===== src/rtl/sat_counter.sv =====
// Saturating up-counter with synchronous clear; holds at all ones.
module sat_counter #(
  parameter int CNT_W = 8
) (
  input  logic             clk,
  input  logic             rst_n,
  input  logic             clr,
  input  logic             inc,
  output logic [CNT_W-1:0] q
);

  logic [CNT_W-1:0] r_q;

  // Count register: clear has priority, increment stops at all ones.
  always_ff @(posedge clk or negedge rst_n) begin
    if (!rst_n) begin
      r_q <= {CNT_W{1'b0}};
    end else if (clr) begin
      r_q <= {CNT_W{1'b0}};
    end else if (inc && (r_q != {CNT_W{1'b1}})) begin
      r_q <= r_q + CNT_W'(1);
    end else begin
      r_q <= r_q;
    end
  end

  assign q = r_q;

endmodule


===== config.mk =====
export PLATFORM = sky130hd
export DESIGN_NAME = sat_counter
export DESIGN_NICKNAME = d
export VERILOG_FILES = /design/src/rtl/sat_counter.sv
export SDC_FILE = /design/constraint.sdc
export NUM_CORES = 1
export LEC_CHECK = 0
export BUFFER_PORTS_ARGS = -buffer_cell sky130_fd_sc_hd__buf_2
export CORE_AREA = 2 2 39 41
export CTS_BUF_LIST = sky130_fd_sc_hd__clkbuf_16
export DETAILED_ROUTE_END_ITERATION = 6
export DIE_AREA = 0 0 41 43
export PLACE_DENSITY = 0.65
export RECOVER_POWER = 25
export SYNTH_ARGS = -nofsm -noshare
export SYNTH_HDL_FRONTEND = slang
export SYNTH_SLANG_ARGS = --single-unit

===== constraint.sdc =====
create_clock -name clk -period 1.9 [get_ports clk]
set_clock_uncertainty 0.05 [all_clocks]
set_input_delay 0.38 -clock clk [delete_from_list [all_inputs] [get_ports clk]]
set_output_delay 0.38 -clock clk [all_outputs]
set_load 0.01 [all_outputs]

; Yosys cells after proc, flatten, opt, wreduce, memory -nomap -nowiden
; Index checks and enable logic that the tools add are counted.
[totals]
in_bits = 4
rom_bits = 0
memories = 0
latchBits = 0
ramBits = 0
wordCells = 7
register_bits = 8
[op_classes]
n_eq_ne = 1
shift = 0
n_lt_le_gt_ge = 0
div_mod_pow = 0
bitwise = 0
mul = 0
reduce_logical = 2
addsub = 1
mux = 2
[op_table]
columns = cell, count
row1 = 8-bit 2-to-1 mux, 2
row2 = "8-bit by 1-bit adder with 8-bit output, second input constant", 1
row3 = "8-bit != test, second input constant", 1
row4 = 2-bit nonzero test, 1
row5 = 1-bit logical AND, 1

; Logic depth before layout (Yosys ltp)
[depth]
depth_word = 4
ltp_mapped = 4
mapped_depth_nobuf = 4

; Least setup slack after synthesis
; Ideal clock, no wire load.
[synth_path]
path_kind = flip-flop to flip-flop
from = reg r_q[0], in the netlist q[0]
to = reg r_q[0], in the netlist q[0]
setup_time_ns = 0.125
slack_ns = 0.216
path_stages_with_launch = 5
n_path_buf = 0
arrival_ns = 1.509
cell_sequence = dfrtp_1 ha_1 and4_2 a21boi_1 mux2_2
[synth_between]
elab_chain_cells = 3
[synth_lines]
columns = item, line_no
row1 = start: declaration, 12  ; logic [CNT_W-1:0] r_q;
row2 = start signal: assignment, 17  ; r_q <= {CNT_W{1'b0}};
row3 = start signal: assignment, 19  ; r_q <= {CNT_W{1'b0}};
row4 = start signal: assignment, 21  ; r_q <= r_q + CNT_W'(1);
row5 = 8-bit by 1-bit adder with 8-bit output or 8-bit != test (tied branches), "21, 20"
row6 = 8-bit 2-to-1 mux or 1-bit logical AND (tied branches), 20  ; end else if (inc && (r_q != {CNT_W{1'b1}})) begin
row7 = 8-bit 2-to-1 mux or 2-bit nonzero test (tied branches), -
; Parallel ways exist; a longest one is shown, timed or not. The select of a mux whose other input is x is not followed.
; A chain may end at the register's enable or synchronous reset.

; Worst setup path in the final report
; Ends and elaborated chain as after synthesis.

==> results.yml <==
synthesis:
  ys_seq_area_share_pct: 43.1
  synth_top_family_by_area: "simple AND/OR/NAND/NOR gates"
  synth-seq-cells: 8
  synth_xor_xnor_area_share_pct: 0
  postSynthCellCount: 49
  synth_compound_area_share_pct: 12.7
  ys_types: 28
  synthesis.area_sq_um: 464
  yosysWarningCount: 0
  synthAdderAreaFrac_pct: 2.70
  synth.area.mux_share_pct: 7.01
  synth-simple-area-share_pct: 31.0
  synth_nets: 54
  syn_area_per_cell_sq_um: 9.47
clocking:
  cts.repair.resized: 0
  root_buffer: "clkbuf_16"
  cts_max_level: 1
  clock_latency_ns: 0.24
  ctsLongestPathBuffers: 2
  path_clk_slew_ns: 0.04
  cts_sinks: 8
  tritoncts: "built"
  cts_buffers: 3
  cts_setup_buffers: 0
power:
  p_total_uw: 581
  peakVddDrop_mv: 0.369
  pwr_density_cell_mw_per_mm2: 934
  leakagePower_nw: 0.285
final_layout:
  antenna_cells: 0
  fin_nets: 70
  final_common_cell: "buf_2"
  final_cell_mix: "buf_2 (10), dfrtp_1 (8), nor3_1 (4)"
  stdcell_count: 79
  area_growth_pct: 34.0
  final_area_sq_um: 622
  largest_reg_flops: 8
  final_layout_size_suffix_gt1_share_pct: 28.6
  final_util_pct: 44.9
sta:
  relSlewSlack_pct: 68.1
  hold_viol_final: 0
  rsz0062_at_grt: "false"
  worst_hold_slack_ns: 0.416
  worst_pin_slew_ns: 0.479
  tns_ns: 0
  fin_crit_sh_pct: 87.3
  post-route-min-period_ns: 1.66
  worst_slack_ns: 0.242
  setup_violations: 0
  final_max_slew_viol_count: 0
  max_freq_ghz: 0.603
placement:
  dp_cells: 75
  place.gp.congestion: 0.743
  placed_area_sq_um: 538
  hpwlAfterDp_microns: 733
  place_ws_ns: 0.253
  port-buffer-count: 11
die:
  dieArea_sq_mm: 0.00176
  die_h_microns: 43
  fp.dieW_microns: 41
  core_sq_mm: 0.00138
  rows: 14
  io_pins: 12
  start_util_pct: 33.5
drt:
  dr.pass1.iters: 4
  drc: 0
  detail-route-antenna-nets: 0
  vias: 430
  vias_per_cell: 5.44
  wl_per_cell_microns: 13.3
  drt-initial-drc-count: 12
  wirelength_microns: 1050
run_status:
  status: "complete, no violations"
global_routing:
  grt_start_max_net_pins: 12
  grt_pass1_vias: 399
  grt.overflow.total: 0
  grt_pass1_wl_microns: 1720
  grtUsageTotal_pct: 15.3
  antenna_found_initial: 0
critical_path:
  cp_max_fo: 6
  startpoint_type: "flop"
  cp_data_arrival_time_ns: 1.73
  criticalPathCategory: "reg -> reg"
  cp-end-kind: "flop"
  cp.required_ns: 1.97
run:
  cap_violations: 0
min_path:
  hold_class: "in -> reg"
power by group:
part           switching (mW)  internal, mW  leakage, nW
Clock                  0.0930         0.272       0.0370
Sequential            0.00580         0.175        0.110
Combinational          0.0194        0.0148        0.137
layout make-up:
class                   instances  area [sq um]
repair buffers                 13          71.3
well taps                      16          20.0
inverters                       2          7.51
fillers                       130           762
clock buffers                   3          75.1
multi-input cells              37           248
flip-flops and latches          8           200
worst paths after layout:
check	start	endpoint	slack [ns]	depth (start not counted)
max in group asynchronous	rst_n	q[0]	0.92	2
min reg2reg	q[7]	q[7]	0.53	2
max reg2reg	q[0]	q[0]	0.24	4
max	q[0]	q[0]	0.24	4
min in group asynchronous	rst_n	q[6]	0.56	2
min	clr	q[7]	0.42	2
Yosys cell counts:
cell / number / share of area, %
a2111oi_0: 1 / 1.9
nor2b_1: 3 / 4.0
nor3_1: 4 / 4.3
ha_1: 1 / 2.7
nand2_1: 2 / 1.6
a31oi_1: 1 / 1.3
inv_1: 2 / 1.6
and4_2: 1 / 2.2
mux2i_1: 1 / 2.2
nand4_1: 1 / 1.3
a21boi_1: 1 / 1.6
mux2_2: 2 / 4.9
and3_1: 1 / 1.3
nor4_1: 1 / 1.3
a211oi_1: 1 / 1.6
o21ai_0: 1 / 1.1
nor2_1: 2 / 1.6
a21oi_1: 3 / 3.2
a41oi_1: 1 / 1.9
nand3_2: 1 / 2.2
or3_1: 1 / 1.3
nor3b_1: 1 / 1.6
clkbuf_1: 1 / 0.81
nand3_1: 2 / 2.2
and4_1: 1 / 1.9
dfrtp_1: 8 / 43
buf_2: 1 / 1.1
nand2b_1: 3 / 4.0
worst max-delay path: stages, from the launching register on:
cell      delay [ns]
dfrtp_1         0.42
ha_1            0.23
and4_2          0.26
a21boi_1        0.22
mux2_2          0.36
cell families after synthesis:
family,Yosys count
flip-flops,8
AND/OR/NAND/NOR,24
AO/OA/AOI/OAI,9
adder cells (fa/ha/maj),1
buffers and inverters,4
multiplexers,3
metal layers:
layer / wire length (microns) / global-route usage (%) / vias to the layer above / share of wire, %
li1: - / - / 209 / -
met1: 514 / 19.3 / 208 / 49
met2: 454 / 19.7 / 11 / 43
met3: 57 / 7.85 / 2 / 5.4
met4: 20 / 10.0 / 0 / 1.9
met5: 0 / 0 / - / 0
repair_timing:
item,in CTS,in global routing
endpoints found under the setup margin,0,0
endpoints found under the hold margin,8,0
hold buffers,1,0
Note: power is estimated with default switching activity, not from simulation.
